[src/rtl/exc_ctrl.sv]
// exc_ctrl: sequences exception entry and ERET return for the MEM stage
module exc_ctrl #(
  parameter logic [31:0] EXC_VECTOR = 32'hBFC0_0380,
  parameter int FLUSH_CYCLES = 2
) (
  input  logic        clk,
  input  logic        rst,
  input  logic [31:0] exception_type,
  input  logic [31:0] mem_pc,
  input  logic        mem_in_delay_slot,
  input  logic [31:0] mem_bad_addr,
  input  logic        mem_stall,
  input  logic [31:0] cp0_epc,
  output logic        hold_req,
  output logic        flush,
  output logic        redirect_valid,
  output logic [31:0] redirect_pc,
  output logic        exc_commit,
  output logic [4:0]  exc_code,
  output logic [31:0] epc_out,
  output logic        bd_out,
  output logic        badvaddr_we,
  output logic [31:0] badvaddr_out,
  output logic        eret_commit
);
  typedef enum logic [1:0] {IDLE, WAIT, COMMIT, DRAIN} state_t;
  state_t state, state_n;
  logic [3:0] cnt;
  logic [31:0] cap_type, cap_pc, cap_bad, cap_epc;
  logic cap_bd, cap_eret, cap_badv;
  logic [31:0] src_type, src_pc, src_bad, src_epc;
  logic src_bd, src_eret, src_badv, exc_seen;
  logic [4:0] src_code;
  assign exc_seen = exception_type != 32'd0;
  // capture and the move into COMMIT share one edge from IDLE, so commit data comes straight from MEM there
  assign src_type = state == IDLE ? exception_type : cap_type;
  assign src_pc = state == IDLE ? mem_pc : cap_pc;
  assign src_bad = state == IDLE ? mem_bad_addr : cap_bad;
  assign src_epc = state == IDLE ? cp0_epc : cap_epc;
  assign src_bd = state == IDLE ? mem_in_delay_slot : cap_bd;
  assign src_eret = src_type == 32'd14;
  assign src_badv = src_type == 32'd4 || src_type == 32'd5;
  assign cap_eret = cap_type == 32'd14;
  assign cap_badv = cap_type == 32'd4 || cap_type == 32'd5;
  // unknown nonzero codes are committed as reserved instruction
  assign src_code = src_type == 32'd1 ? 5'd0 :
                    (src_type == 32'd4 || src_type == 32'd5 || src_type == 32'd8 ||
                     src_type == 32'd9 || src_type == 32'd12 || src_type == 32'd13) ? src_type[4:0] : 5'd10;
  // state register
  always_ff @(posedge clk) begin
    state <= rst ? IDLE : state_n;
  end
  // next state: one exception in flight, MEM ignored outside IDLE
  always_comb begin
    state_n = state == IDLE   ? (exc_seen ? (mem_stall ? WAIT : COMMIT) : IDLE) :
              state == WAIT   ? (mem_stall ? WAIT : COMMIT) :
              state == COMMIT ? (FLUSH_CYCLES > 0 ? DRAIN : IDLE) :
                                (cnt <= 4'd1 ? IDLE : DRAIN);
  end
  // capture registers, drain counter and held commit data
  always_ff @(posedge clk) begin
    if (rst) begin
      cnt <= 4'd0;
      cap_type <= 32'd0;
      cap_pc <= 32'd0;
      cap_bad <= 32'd0;
      cap_epc <= 32'd0;
      cap_bd <= 1'b0;
      redirect_pc <= 32'd0;
      exc_code <= 5'd0;
      epc_out <= 32'd0;
      bd_out <= 1'b0;
      badvaddr_out <= 32'd0;
    end else begin
      if (state == IDLE && exc_seen) begin
        cap_type <= exception_type;
        cap_pc <= mem_pc;
        cap_bad <= mem_bad_addr;
        cap_epc <= cp0_epc;
        cap_bd <= mem_in_delay_slot;
      end
      cnt <= state == COMMIT ? 4'(FLUSH_CYCLES) : (state == DRAIN && cnt != 4'd0) ? cnt - 4'd1 : cnt;
      if (state_n == COMMIT) begin
        redirect_pc <= src_eret ? src_epc : EXC_VECTOR;
        if (!src_eret) begin
          exc_code <= src_code;
          epc_out <= src_bd ? src_pc - 32'd4 : src_pc;
          bd_out <= src_bd;
        end
        if (src_badv) badvaddr_out <= src_bad;
      end
    end
  end
  // strobes decode registered state only; hold_req additionally watches MEM while IDLE
  always_comb begin
    flush = state == COMMIT || state == DRAIN;
    redirect_valid = state == COMMIT;
    exc_commit = state == COMMIT && !cap_eret;
    eret_commit = state == COMMIT && cap_eret;
    badvaddr_we = state == COMMIT && cap_badv;
    hold_req = !rst && (state == WAIT || state == COMMIT || (state == IDLE && exc_seen));
  end
endmodule
[config.mk]
export PLATFORM = sky130hd
export DESIGN_NAME = exc_ctrl
export DESIGN_NICKNAME = d
export VERILOG_FILES = /design/src/rtl/exc_ctrl.sv
export SDC_FILE = /design/constraint.sdc
export NUM_CORES = 1
export LEC_CHECK = 0
export CORE_ASPECT_RATIO = 0.7
export CORE_MARGIN = 8
export CORE_UTILIZATION = 30
export CTS_CLUSTER_DIAMETER = 200
export DETAILED_ROUTE_END_ITERATION = 16
export HOLD_SLACK_MARGIN = 0.06
export PLACE_DENSITY_LB_ADDON = 0.3
export SLEW_MARGIN = 25
export SYNTH_ARGS = -nofsm -noshare
export SYNTH_HDL_FRONTEND = slang
export SYNTH_SLANG_ARGS = --single-unit
[constraint.sdc]
create_clock -name clk -period 2.56 [get_ports clk]
set_clock_uncertainty 0.1 [all_clocks]
set_input_delay 0.64 -clock clk [delete_from_list [all_inputs] [get_ports clk]]
set_output_delay 0.64 -clock clk [all_outputs]
set_load 0.01 [all_outputs]
* Word-level counts from Yosys, hierarchy flattened *
Cells that the tools add are included.

operators by class
  add/sub/neg operators = 2
  magnitude comparators = 1
  equality and inequality tests = 15
  muxes and demuxes = 17
  bitwise logic cells = 1
  reduce and logical (&&, ||, !) cells = 24

operator list
  kind                     count
  $eq A32 B4 Y1 const B    6
  $mux W32                 6
  $eq A32 B3 Y1 const B    4
  $eq A32 B1 Y1 const B    1
  $reduce_bool A32 Y1      1
  $sub A32 B3 Y32 const B  1
  $mux W2                  8
  $mux W5                  2
  $logic_or A1 B1 Y1       9
  $eq A2 B2 Y1 const B     3
  $logic_and A1 B1 Y1      6
  $le A4 B1 Y1 const B     1
  $reduce_and A2 Y1        2
  $reduce_bool A4 Y1       1
  $sub A4 B1 Y4 const B    1
  $eq A2 B1 Y1 const B     1
  $logic_not A1 Y1         2
  $logic_not A2 Y1         1
  $reduce_bool A2 Y1       1
  $reduce_or A2 Y1         1
  $mux W1                  1
  $not A1 Y1               1

word-level totals
  register bits after elaboration = 237
  input port bits = 132
  output and inout port bits = 108
  word-level logic and storage cells = 73

* Depth between registers and ports, before layout *
  depth in word-level cells = 10
  gate-level depth with buffers = 12
  gate-level depth less buffers = 9

* Worst setup path before layout *
OpenSTA, ideal clock, no wires.

  path kind = in2reg
  start = input exception_type[14]
  end = register badvaddr_out[10]
  setup time = 0.145 ns
  data arrival time = 2.494 ns
  required time = 2.315 ns
  path slack = -0.179 ns
  cell stages on the path = 8
  path through = nor4_1 -> nand4_1 -> or3_1 -> a2111oi_4 -> and2_1 -> buf_4 -> buf_6 -> a211oi_2

on the way
  cells in the longest elaborated chain, start to end = 5
  elaborated cells between the ends (all ways) = 9
  those cells by class = eq/ne (3); mux (3); reduce/logical (3)

RTL lines
  item                           line  source
  from (decl)                    8     input logic [31:0] exception_type,
  $reduce_bool A32 Y1            34    assign exc_seen = exception_type != 32'd0;
  $mux W2 (2 in series)          55    state_n = state == IDLE ? (exc_seen ? (mem_stall ? WAIT : COMMIT) : IDLE) :
  $eq A2 B2 Y1                   83    if (state_n == COMMIT) begin
  $reduce_and A2 Y1 (no line) *  -
  to (signal assigned)           90    if (src_badv) badvaddr_out <= src_bad;
  to (decl)                      23    output logic [31:0] badvaddr_out,

Mark *: on every way between the ends. The rest lies on a longest branch, timed or not.
A chain may end at the register's enable or synchronous reset.

* Final worst setup path *
  start = register cap_type[14]
  end = register badvaddr_out[21]

on the way
  cells in the longest elaborated chain, start to end = 4
  elaborated cells between the ends (all ways) = 5
  those cells by class = eq/ne (2); mux (1); reduce/logical (2)

RTL lines
  item                           line  source
  from (decl)                    29    logic [31:0] cap_type, cap_pc, cap_bad, cap_epc;
  from (signal assigned)         76    cap_type <= exception_type;
  $mux W32 *                     36    assign src_type = state == IDLE ? exception_type : cap_type;
  $eq A32 B3 Y1                  42    assign src_badv = src_type == 32'd4 || src_type == 32'd5;
  $logic_or A1 B1 Y1 *           42
  $reduce_and A2 Y1 (no line) *  -

Marks and branches as above.

==> flow_summary.yaml <==
pwr:
  p_total_mw: 13.1
  power_density_nw_per_um2: 827
  clock_power_share_pct: 27.3
  p_comb_share_pct: 38.2
  power.sequential.fraction_pct: 34.5
  power_switching_share_pct: 34.5
  vdd_drop_max_uv: 503
  power.static_leakage_nw: 6.16
  cell_internal_power_dissipation_mw: 8.61
  p_sw_mw: 4.53
place:
  post-dp-hpwl_um: 24500
  placedCellCount: 1968
  port_buffers: 239
  post_place_cell_area_um2: 14300
  pre_cts_slack_ns: -0.888
  gp_routability_congestion: 0.795
clock_network:
  cts_buffers: 25
  cts-root-to-sink-buffers: 3
  cts_root_buffer: "sky130_fd_sc_hd__clkbuf_16"
  clk_transition_reported_paths_ns: 0.06
  tritoncts: "built"
  clkLatencyLatePin_ns: 0.53
  number_of_sinks_handled_by_clock_tree_synthesis: 237
  h-tree-depth: 1
global_routing:
  grt_most_used_layer: "met2"
  globalRouteTotalUtil_pct: 17.0
  wire_length_of_the_first_global_routing_pass_um: 56000
  grt_antenna_before_repair: 4
  grt_start_max_net_pins: 123
  gr-usage-met2_pct: 27.0
  use_met3_pct: 4.75
  grtUsageMet1_pct: 22.7
  gr-total-overflow: 0
  vias_in_the_first_global_route: 9907
layout:
  layout-drive-gt1-share_pct: 21.7
  post_layout_nonfiller_instances: 2046
  filler_instances: 3251
  syn_to_final_growth_pct: 52.8
  final_area_um2: 15900
  layout.core_utilization_pct: 46.1
  final_nets: 1694
critical_path:
  reg2reg_setup_slack_ns: -0.34
  timing.critical_path.to_type: "register"
  cp_data_arrival_time_ns: 3.18
  start_kind: "register"
  required_time_reported_for_the_critical_path_endpoint_ns: 2.83
  critical_path_class: "reg2reg"
  cp_max_fo: 8
synthesis:
  synthDominantCellAreaShare_pct: 45.6
  synth_cell_type_count: 55
  synth-compound-area-share_pct: 18.5
  synth.most_common_cell: "sky130_fd_sc_hd__nand2_1"
  ys_async_sr_fraction_pct: 0
  ys_seq_area_share_pct: 45.6
  netlist_top_cells_count: "278 x sky130_fd_sc_hd__nand2_1, 237 x sky130_fd_sc_hd__dfxtp_1, 188 x sky130_fd_sc_hd__a21oi_1"
  synth_top_family_by_area: "compound AO/OA/AOI/OAI gates"
  synthesis.instances: 1233
  postSynth.topFlopCell: "sky130_fd_sc_hd__dfxtp_1"
  cell_types_with_the_largest_area_share_after_synthesis: "sky130_fd_sc_hd__dfxtp_1 46%, sky130_fd_sc_hd__nand2_1 10%, sky130_fd_sc_hd__a21oi_1 9.0%"
  mappedNetlistNets: 1373
  synth_fa_ha_area_share_pct: 0.963
  syn-mean-instance-area_um2: 8.43
  yosys_warnings: 0
  netlist.top_cell.by_area: "sky130_fd_sc_hd__dfxtp_1"
  number_of_synthesized_flops_with_an_enable_pin: 0
  yosys.area_share.xor_xnor_pct: 2.53
  synth-simple-area-share_pct: 18.2
  syn_area_um2: 10400
  post_synth_mux_area_share_pct: 9.70
  synth_seq_cells: 237
sta:
  totalNegativeSetupSlack_ns: -24.83
  fin_hold_ws_ns: 0.264
  setup_violations: 106
  final-max-slew-violation-count: 0
  setup_ws_ns: -0.344
  maxSlewHeadroom_pct: 49.8
  fmax_mhz: 344
  setup_repair_after_global_routing_missed_its_margin: "yes"
  worst_slew_pin_slew_ns: 0.753
  shortest_clock_period_the_worst_path_allows_after_layout_ns: 2.90
  period_share_pct: 113
  hold_viol_final: 0
die:
  die_area_um2: 41000
  initial_core_util_pct: 30.2
  row_count: 57
  num_io_pins: 240
  coreArea_um2: 34400
  die_width_um: 239
  fp.dieH_um: 172
route:
  routedWlPerCell_um: 18.0
  route.final.wire_length_um: 36900
  final_routed_drc_violation_total: 0
  detail_route.vias_per_cell: 4.87
  detail-route-antenna-nets: 0
  number_of_detailed_routing_iterations_run_before_antenna_repair: 5
  via_count: 9954
  detail_route.iter0.violations: 685
worst_hold_path:
  hold_class: "in2reg"
flow_run:
  maxCapViolations: 0
status:
  failed_checks: "negative setup slack"
  status: "complete, but fails checks"
power by group through the flow:
stage | Combinational [mW] | Sequential, mW | Clock, mW
finish | 5.02 | 4.54 | 3.59
floorplan | 2.68 | 4.60 | 0
detailed placement | 4.73 | 4.59 | 0
global placement | 4.67 | 4.57 | 0
CTS | 4.98 | 4.53 | 3.70
global route | 5.44 | 4.61 | 3.84
registers in the layout, indices dropped and copies added (netlist names):
| name | cells |
|---|---|
| badvaddr_out | 32 |
| cap_bad | 32 |
| cnt | 4 |
| cap_type | 32 |
| state | 2 |
| redirect_pc | 32 |
| bd_out | 1 |
| exc_code | 5 |
| cap_pc | 32 |
| cap_bd | 1 |
| epc_out | 32 |
| cap_epc | 32 |
final timing paths:
check	startpoint	end	cells past startpoint
hold / removal	exception_type[29]	cap_type[29]	3
hold reg to reg	cap_bad[16]	cap_bad[16]	2
setup reg to reg	cap_type[14]	badvaddr_out[21]	10
setup / recovery	cap_type[14]	badvaddr_out[21]	10
layout make-up:
class	instances	area, um2	share of cell area (%)
flip-flops and latches	237	4750	29.9
diodes	3	7.51	0.0472
repair buffers	391	3930	24.7
clock inverters	4	48.8	0.307
inverters	9	33.8	0.213
clock buffers	40	742	4.67
multi-input cells	890	5800	36.5
well taps	472	591	3.72
cell families after synthesis:
family,count (synthesis)
XOR/XNOR,30
AND/OR/NAND/NOR,436
buffers and inverters,106
multiplexers,98
AO/OA/AOI/OAI,318
adder cells (fa/ha/maj),8
flip-flops,237
per-layer routing:
layer	wire [um]	up-vias	part of all wire [%]
li1	-	4964	-
met1	17200	4724	47
met2	16700	207	45
met3	2290	53	6.2
met4	712	6	1.9
met5	41	-	0.11
cells in the final DEF, fill, tap and decap left out, types with 4 or more instances in the layout:
cell type	Yosys	routed
sky130_fd_sc_hd__nor2_1	58	53
sky130_fd_sc_hd__clkdlybuf4s50_1	0	200
sky130_fd_sc_hd__xnor2_2	0	5
sky130_fd_sc_hd__nor3_1	17	13
sky130_fd_sc_hd__buf_6	5	12
sky130_fd_sc_hd__o21ai_0	19	18
sky130_fd_sc_hd__clkbuf_2	0	7
sky130_fd_sc_hd__a22oi_1	22	22
sky130_fd_sc_hd__buf_2	16	16
sky130_fd_sc_hd__nor4_1	21	8
sky130_fd_sc_hd__inv_1	8	6
sky130_fd_sc_hd__mux2_2	22	22
sky130_fd_sc_hd__o211ai_1	5	5
sky130_fd_sc_hd__xor2_1	10	10
sky130_fd_sc_hd__o22ai_1	14	14
sky130_fd_sc_hd__nand3_1	22	15
sky130_fd_sc_hd__a211oi_1	42	29
sky130_fd_sc_hd__mux2i_1	76	74
sky130_fd_sc_hd__nor4_4	0	10
sky130_fd_sc_hd__a21oi_1	188	178
sky130_fd_sc_hd__xnor2_1	20	15
sky130_fd_sc_hd__buf_12	0	22
sky130_fd_sc_hd__buf_8	0	4
sky130_fd_sc_hd__clkbuf_1	71	9
sky130_fd_sc_hd__nor3b_1	7	5
sky130_fd_sc_hd__ha_1	8	5
sky130_fd_sc_hd__dfxtp_1	237	234
sky130_fd_sc_hd__nand2_1	278	277
sky130_fd_sc_hd__clkbuf_16	0	29
sky130_fd_sc_hd__nand3_2	0	5
sky130_fd_sc_hd__clkbuf_8	0	7
sky130_fd_sc_hd__nor3_2	0	4
sky130_fd_sc_hd__buf_16	0	5
sky130_fd_sc_hd__nand4_1	6	6
sky130_fd_sc_hd__a21oi_2	0	9
sky130_fd_sc_hd__buf_4	2	110
sky130_fd_sc_hd__a211oi_2	10	21
sky130_fd_sc_hd__clkdlybuf4s15_1	0	6
timing repair:
| item | CTS | global route |
|---|---|---|
| gates cloned | 5 | 4 |
| endpoints found under the setup margin | 137 | 135 |
| hold buffers | 0 | 0 |
| resized for setup | 198 | 38 |
| pin swaps | 38 | 20 |
| setup buffers | 18 | 4 |
worst max-delay path: stages, from the launching register on:
cell and delay (ns):
sky130_fd_sc_hd__dfxtp_2 0.33, sky130_fd_sc_hd__nor4_4 0.26, sky130_fd_sc_hd__buf_4 0.15, sky130_fd_sc_hd__nand4_1 0.16, sky130_fd_sc_hd__buf_4 0.18, sky130_fd_sc_hd__or4_4 0.51
sky130_fd_sc_hd__a2111oi_4 0.38, sky130_fd_sc_hd__buf_6 0.18, sky130_fd_sc_hd__and2_4 0.23, sky130_fd_sc_hd__clkbuf_16 0.20, sky130_fd_sc_hd__a211oi_1 0.07
Power figures use the tool's default switching activity.
